## src/rtl/rice_riscv_inst_decoder.sv

```systemverilog
// rice_riscv_inst_decoder
// Registered RV32I/M/Zicsr instruction decoder sitting between fetch and
// execute. An accepted instruction is decoded combinationally and captured
// into a two-entry buffer (main register M, skid register S), so results
// appear one cycle after acceptance.
//
// Ports:
//   i_clk, i_rst        clock, asynchronous active-high reset
//   i_flush             drop every buffered entry (and any same-cycle input)
//   i_valid/o_ready     upstream handshake; i_inst, i_pc carried with it
//   o_valid/i_ready     downstream handshake
//   o_pc, o_op, o_rd, o_rs1, o_rs2, o_imm, o_rd_we, o_illegal
//                       decoded fields of the entry held in M
//   o_illegal_count     saturating count of illegal results handed downstream
module rice_riscv_inst_decoder #(
    parameter int XLEN         = 32,
    parameter bit ENABLE_M     = 1'b1,
    parameter bit ENABLE_ZICSR = 1'b1,
    parameter int COUNT_WIDTH  = 16
) (
    input  logic                   i_clk,
    input  logic                   i_rst,
    input  logic                   i_flush,
    input  logic                   i_valid,
    output logic                   o_ready,
    input  logic [31:0]            i_inst,
    input  logic [XLEN-1:0]        i_pc,
    output logic                   o_valid,
    input  logic                   i_ready,
    output logic [XLEN-1:0]        o_pc,
    output logic [5:0]             o_op,
    output logic [4:0]             o_rd,
    output logic [4:0]             o_rs1,
    output logic [4:0]             o_rs2,
    output logic [XLEN-1:0]        o_imm,
    output logic                   o_rd_we,
    output logic                   o_illegal,
    output logic [COUNT_WIDTH-1:0] o_illegal_count
);

    localparam logic [5:0] OP_ILLEGAL = 6'd63;

    typedef enum logic [2:0] {
        IMM_NONE, IMM_I, IMM_S, IMM_B, IMM_U, IMM_J, IMM_SHAMT, IMM_CSR
    } imm_fmt_e;

    typedef struct packed {
        logic [XLEN-1:0] pc;
        logic [5:0]      op;
        logic [4:0]      rd;
        logic [4:0]      rs1;
        logic [4:0]      rs2;
        logic [XLEN-1:0] imm;
        logic            rd_we;
        logic            illegal;
    } entry_t;

    logic [6:0] opcode;
    logic [2:0] funct3;
    logic [6:0] funct7;
    logic [5:0] dec_op;
    logic       dec_writes;
    imm_fmt_e   dec_fmt;
    logic [31:0] imm32;
    entry_t     dec_entry;

    entry_t     m_entry, s_entry;
    logic       m_valid, s_valid;
    logic [COUNT_WIDTH-1:0] ill_count;
    logic       accept, deliver;

    assign opcode = i_inst[6:0];
    assign funct3 = i_inst[14:12];
    assign funct7 = i_inst[31:25];

    // Op classification. The 7-bit opcode cases already require inst[1:0]=11,
    // so compressed encodings fall through to the illegal default.
    always_comb begin
        dec_op     = OP_ILLEGAL;
        dec_fmt    = IMM_NONE;
        dec_writes = 1'b0;
        case (opcode)
            7'h37: begin dec_op = 6'd0; dec_fmt = IMM_U; dec_writes = 1'b1; end
            7'h17: begin dec_op = 6'd1; dec_fmt = IMM_U; dec_writes = 1'b1; end
            7'h6F: begin dec_op = 6'd2; dec_fmt = IMM_J; dec_writes = 1'b1; end
            7'h67: begin
                if (funct3 == 3'd0) dec_op = 6'd3;
                dec_fmt = IMM_I; dec_writes = 1'b1;
            end
            7'h63: begin
                dec_fmt = IMM_B;
                case (funct3)
                    3'd0: dec_op = 6'd4;
                    3'd1: dec_op = 6'd5;
                    3'd4: dec_op = 6'd6;
                    3'd5: dec_op = 6'd7;
                    3'd6: dec_op = 6'd8;
                    3'd7: dec_op = 6'd9;
                    default: dec_op = OP_ILLEGAL;
                endcase
            end
            7'h03: begin
                dec_fmt = IMM_I; dec_writes = 1'b1;
                case (funct3)
                    3'd0: dec_op = 6'd10;
                    3'd1: dec_op = 6'd11;
                    3'd2: dec_op = 6'd12;
                    3'd4: dec_op = 6'd13;
                    3'd5: dec_op = 6'd14;
                    default: dec_op = OP_ILLEGAL;
                endcase
            end
            7'h23: begin
                dec_fmt = IMM_S;
                case (funct3)
                    3'd0: dec_op = 6'd15;
                    3'd1: dec_op = 6'd16;
                    3'd2: dec_op = 6'd17;
                    default: dec_op = OP_ILLEGAL;
                endcase
            end
            7'h13: begin
                dec_fmt = IMM_I; dec_writes = 1'b1;
                case (funct3)
                    3'd0: dec_op = 6'd18;
                    3'd2: dec_op = 6'd19;
                    3'd3: dec_op = 6'd20;
                    3'd4: dec_op = 6'd21;
                    3'd6: dec_op = 6'd22;
                    3'd7: dec_op = 6'd23;
                    3'd1: begin
                        dec_fmt = IMM_SHAMT;
                        if (funct7 == 7'h00) dec_op = 6'd24;
                    end
                    default: begin
                        dec_fmt = IMM_SHAMT;
                        if (funct7 == 7'h00) dec_op = 6'd25;
                        else if (funct7 == 7'h20) dec_op = 6'd26;
                    end
                endcase
            end
            7'h33: begin
                dec_writes = 1'b1;
                if (funct7 == 7'h00) begin
                    case (funct3)
                        3'd0: dec_op = 6'd27;
                        3'd1: dec_op = 6'd29;
                        3'd2: dec_op = 6'd30;
                        3'd3: dec_op = 6'd31;
                        3'd4: dec_op = 6'd32;
                        3'd5: dec_op = 6'd33;
                        3'd6: dec_op = 6'd35;
                        default: dec_op = 6'd36;
                    endcase
                end else if (funct7 == 7'h20) begin
                    if (funct3 == 3'd0) dec_op = 6'd28;
                    else if (funct3 == 3'd5) dec_op = 6'd34;
                end else if (funct7 == 7'h01 && ENABLE_M) begin
                    // MUL..REMU occupy 48..55 in funct3 order
                    dec_op = {3'b110, funct3};
                end
            end
            7'h0F: begin
                // FENCE needs fm=0 and rs1=rd=0; FENCE.I only checks funct3
                if (funct3 == 3'd0 && i_inst[31:28] == 4'd0 &&
                    i_inst[19:15] == 5'd0 && i_inst[11:7] == 5'd0)
                    dec_op = 6'd37;
                else if (funct3 == 3'd1)
                    dec_op = 6'd38;
            end
            7'h73: begin
                if (funct3 == 3'd0) begin
                    if (i_inst == 32'h0000_0073)      dec_op = 6'd39;
                    else if (i_inst == 32'h0010_0073) dec_op = 6'd40;
                    else if (i_inst == 32'h3020_0073) dec_op = 6'd41;
                end else if (ENABLE_ZICSR && funct3 != 3'd4) begin
                    dec_fmt = IMM_CSR; dec_writes = 1'b1;
                    case (funct3)
                        3'd1: dec_op = 6'd42;
                        3'd2: dec_op = 6'd43;
                        3'd3: dec_op = 6'd44;
                        3'd5: dec_op = 6'd45;
                        3'd6: dec_op = 6'd46;
                        default: dec_op = 6'd47;
                    endcase
                end
            end
            default: dec_op = OP_ILLEGAL;
        endcase
    end

    // Immediates are built as 32-bit signed values and then sign-extended to
    // XLEN; zero-extended forms (shamt, CSR address) have bit 31 clear.
    always_comb begin
        imm32 = 32'd0;
        case (dec_fmt)
            IMM_I:     imm32 = {{20{i_inst[31]}}, i_inst[31:20]};
            IMM_S:     imm32 = {{20{i_inst[31]}}, i_inst[31:25], i_inst[11:7]};
            IMM_B:     imm32 = {{19{i_inst[31]}}, i_inst[31], i_inst[7],
                                i_inst[30:25], i_inst[11:8], 1'b0};
            IMM_U:     imm32 = {i_inst[31:12], 12'd0};
            IMM_J:     imm32 = {{11{i_inst[31]}}, i_inst[31], i_inst[19:12],
                                i_inst[20], i_inst[30:21], 1'b0};
            IMM_SHAMT: imm32 = {27'd0, i_inst[24:20]};
            IMM_CSR:   imm32 = {20'd0, i_inst[31:20]};
            default:   imm32 = 32'd0;
        endcase
    end

    always_comb begin
        dec_entry.pc      = i_pc;
        dec_entry.op      = dec_op;
        dec_entry.rd      = i_inst[11:7];
        dec_entry.rs1     = i_inst[19:15];
        dec_entry.rs2     = i_inst[24:20];
        dec_entry.illegal = (dec_op == OP_ILLEGAL);
        dec_entry.imm     = dec_entry.illegal ? '0 : XLEN'($signed(imm32));
        dec_entry.rd_we   = !dec_entry.illegal && dec_writes && (i_inst[11:7] != 5'd0);
    end

    assign accept  = i_valid && !s_valid;
    assign deliver = m_valid && i_ready;

    // Two-entry buffer. S only fills while M is stalled, so whenever S is
    // valid nothing is accepted and S simply drains into M.
    always_ff @(posedge i_clk or posedge i_rst) begin
        if (i_rst) begin
            m_valid   <= 1'b0;
            s_valid   <= 1'b0;
            m_entry   <= '0;
            s_entry   <= '0;
            ill_count <= '0;
        end else begin
            if (deliver && m_entry.illegal && ill_count != {COUNT_WIDTH{1'b1}})
                ill_count <= ill_count + 1'b1;
            if (i_flush) begin
                m_valid <= 1'b0;
                s_valid <= 1'b0;
            end else if (!m_valid || i_ready) begin
                if (s_valid) begin
                    m_entry <= s_entry;
                    m_valid <= 1'b1;
                    s_valid <= 1'b0;
                end else begin
                    m_valid <= accept;
                    if (accept) m_entry <= dec_entry;
                end
            end else if (accept) begin
                s_entry <= dec_entry;
                s_valid <= 1'b1;
            end
        end
    end

    assign o_ready         = !s_valid;
    assign o_valid         = m_valid;
    assign o_pc            = m_entry.pc;
    assign o_op            = m_entry.op;
    assign o_rd            = m_entry.rd;
    assign o_rs1           = m_entry.rs1;
    assign o_rs2           = m_entry.rs2;
    assign o_imm           = m_entry.imm;
    assign o_rd_we         = m_entry.rd_we;
    assign o_illegal       = m_entry.illegal;
    assign o_illegal_count = ill_count;

endmodule

```

## config.mk

```make
export PLATFORM = sky130hd
export DESIGN_NAME = rice_riscv_inst_decoder
export DESIGN_NICKNAME = d
export VERILOG_FILES = /design/src/rtl/rice_riscv_inst_decoder.sv
export SDC_FILE = /design/constraint.sdc
export NUM_CORES = 1
export LEC_CHECK = 0
export ABC_AREA = 1
export CAP_MARGIN = 20
export CORE_AREA = 2 2 150 152
export DETAILED_ROUTE_END_ITERATION = 10
export DIE_AREA = 0 0 152 154
export PLACE_DENSITY = 0.69
export SETUP_SLACK_MARGIN = 0.02
export SLEW_MARGIN = 40
export SYNTH_ARGS = -nofsm -noshare
export SYNTH_HDL_FRONTEND = slang
export SYNTH_SLANG_ARGS = --single-unit
```

## constraint.sdc

```tcl
create_clock -name i_clk -period 9.8 [get_ports i_clk]
set_input_delay 1.47 -clock i_clk [delete_from_list [all_inputs] [get_ports i_clk]]
set_output_delay 1.47 -clock i_clk [all_outputs]
set_load 0.03 [all_outputs]
```

==> run metrics <==
row count=54; final hold violation count=0; TritonRoute pass-1 iters=6; leakage power of the design=6.32 nW; maximum buffer depth of the clock tree=2; # resized after CTS=0; detailed-route wire length per cell=15.0 um; Synth-to-Final Area Change=25.7%; Clock Skew=13.2 ps; final antenna-violating net count=0; final-report max-slew violation count=0; Unique masters post-synth=38; Synth async-reset ratio=100%; pin count of the biggest net entering global routing=123; fraction of power spent switching nets=32.5%; core area=0.0217 sq mm; warning count from the yosys run=0; highest clock rate=0.245 GHz; worst reg-to-reg path cell count=7; total of endpoints with negative setup slack in the final report=0; instance count along the most critical hold path=2; status=complete, no violations; insertion delay to the later sink of the worst-skew pair=440 ps; share of layout cells above drive strength 1=4.37%; total congestion overflow=0; worst vdd ir=0.000100 V; share of synthesized area occupied by flip-flops and latches=49.7%; half-perimeter wire length after placement=18300 um; Final TNS setup=0 ps; Boundary Pins=174; PortBufs=173; CTS clock-pin slew for the worst setup and hold paths=70 ps; remaining routing DRC violations=0; worst min-delay path category=reg -> reg; setup slack on the worst flop-to-flop path=6740 ps; vias in the first global route=7987; Starting Density=44.5%; clk sink count=192; fill cell total of the finished layout=2058; post-synth net total=1391; Seq pwr share=45.1%; antenna cell count=0; number of hold buffers added after cts=0; final net count=1524; part of the cycle the worst path needs=41.6%; top cell type's share of synthesized area=49.7%; startpoint kind of the worst setup timing path=primary input; Clk Tree Root Cell=sky130_fd_sc_hd__clkbuf_16; required time of the worst setup path=10170 ps; First DRT Iteration DRCs=712; first-pass GRT wire length=42700 um; worst hold slack=478 ps; Post-synth EDFFs=0; antenna violations before repair=0; setup repair after global routing missed its margin=no; die footprint=0.0234 sq mm; RR Startpoint=s_valid; Arrival @ worst endpoint=4450 ps; total track usage=22.6%; leading cell type in the layout, fill and taps excluded=sky130_fd_sc_hd__nand2_1; startpoint of the most critical hold path=o_imm[25]; Avg Synthesized Cell Area=7.33 sq um; relative slew slack=48.2%; Clk network pwr share=31.9%; post-synthesis instance area=0.00966 sq mm; overall die width=152 um; power density cells=179 mW/mm^2; switching power of the nets=0.705 mW; DR vias/cell=4.95; Crit Path Max Fanout=34; Max-cap violations=0; vertical die dimension=154 um; TritonCTS clock tree=built; endpoint type of the worst setup path=register; Endpoint, Worst Hold=o_imm[25]; transition at the pin with the smallest max-transition slack=777 ps; H-tree lvl count=4; total wire length after detailed routing=26200 um; Final Power=2.17 mW; Post-Synthesis Cells=1318; critical register-to-register path endpoint=o_illegal; post-synthesis cell type with the largest combined area=sky130_fd_sc_hd__dfrtp_1; leading register cell type out of synthesis=sky130_fd_sc_hd__dfrtp_1; number of post-CTS setup repair buffers=0; routed via count=8631; share of power burned in combinational logic=23.0%; total CTS buffers=17; synthesis-stage register bit count=192; Final min period=4080 ps; top area cells in the synthesized netlist=sky130_fd_sc_hd__dfrtp_1 50%, sky130_fd_sc_hd__nand2_1 19%, sky130_fd_sc_hd__o21ai_0 9.7%; internal power summed over all cells=1.46 mW; worst setup path class=in -> reg; top library cells by usage in the layout, fill and taps aside=476 x sky130_fd_sc_hd__nand2_1, 192 x sky130_fd_sc_hd__dfrtp_1, 187 x sky130_fd_sc_hd__o21ai_0; placer's final routability congestion estimate=1.01
layout make-up:
type | instances | area (sq um) | area share [%]
flip-flops and latches | 192 | 4800 | 39.6
multi-input cells | 948 | 4160 | 34.3
repair buffers | 178 | 1790 | 14.8
clock buffers | 20 | 467 | 3.84
inverters | 114 | 445 | 3.67
well taps | 280 | 350 | 2.89
clock inverters | 12 | 121 | 1.00
cell usage after synthesis, drive strengths merged (2+ instances only):
cell type	instances
a21oi	15
a31oi	2
buf	9
clkbuf	55
dfrtp	192
ha	4
inv	113
nand2	480
nand3	38
nand3b	3
nand4	8
nor2	148
nor3	7
o211ai	2
o21ai	219
xnor2	4
xor2	10
worst max path at each step:
stage	from	end	slack, ps
global route	i_inst[14]	o_imm[4]	5460
floorplan	i_rst	o_illegal	3100
detailed placement	i_inst[14]	s_entry[32]	5380
global placement	i_inst[12]	o_rd_we	5380
finish	i_inst[14]	o_imm[20]	5720
CTS	i_inst[14]	s_entry[32]	5820
kinds of logic after synthesis:
| group | share of synthesized area (%) |
|---|---|
| simple gates | 28.3 |
| compound gates | 12.9 |
| flops | 49.7 |
| buf+inv | 7.28 |
| xor+xnor | 1.27 |
| fa+ha+maj | 0.518 |
sequential cells by signal, indices dropped and copies added (netlist names):
| signal | count |
|---|---|
| o_imm | 32 |
| o_valid | 1 |
| o_rd_we | 1 |
| o_rs2 | 5 |
| o_rd | 5 |
| o_op | 6 |
| o_rs1 | 5 |
| o_illegal | 1 |
| o_pc | 32 |
| s_entry | 87 |
| o_illegal_count | 16 |
| s_valid | 1 |
per-layer routing:
metal	vias to the layer above	wire length [um]	global-route usage [%]
li1	4408	-	-
met1	3947	12400	31.6
met2	240	12000	36.1
met3	36	1150	3.72
met4	0	642	7.17
met5	-	0	0
metrics by stage:
stage | cell area [sq um] | instances | setup slack [ps] | util (%)
finish | 12100 | 1744 | 5720 | 56.0
global route | 12100 | 1744 | 5460 | 56.0
CTS | 12100 | 1744 | 5820 | 56.0
detailed placement | 11600 | 1712 | 5380 | 53.3
global placement | 11500 | 1711 | 5380 | 53.1
floorplan | 9660 | 1318 | 3100 | -
power by group through the flow:
stage	logic (mW)	registers, mW	clock network (mW)
after floorplan	0.186	1.10	0
after global placement	0.495	0.990	0
after detailed placement	0.502	0.993	0
after CTS	0.504	0.978	0.709
after global routing	0.547	0.993	0.741
final	0.500	0.977	0.692
worst max-delay path, stage by stage:
cell                              delay [ps]
sky130_fd_sc_hd__clkdlybuf4s50_1         740
sky130_fd_sc_hd__inv_1                   330
sky130_fd_sc_hd__nor2_1                  160
sky130_fd_sc_hd__nand2_1                 170
sky130_fd_sc_hd__o21ai_1                 260
sky130_fd_sc_hd__nand2_1                  80
sky130_fd_sc_hd__nand2_1                  70
sky130_fd_sc_hd__inv_1                    40
sky130_fd_sc_hd__nor2_1                   90
sky130_fd_sc_hd__nand3_1                 170
sky130_fd_sc_hd__nand2_1                 160
sky130_fd_sc_hd__nor2_4                   50
sky130_fd_sc_hd__nand2_4                 310
sky130_fd_sc_hd__nand2_1                 130
sky130_fd_sc_hd__nand2_1                  80
sky130_fd_sc_hd__nand2_1                  70
sky130_fd_sc_hd__nand2_1                  50
(Power assumes the default switching activity.)
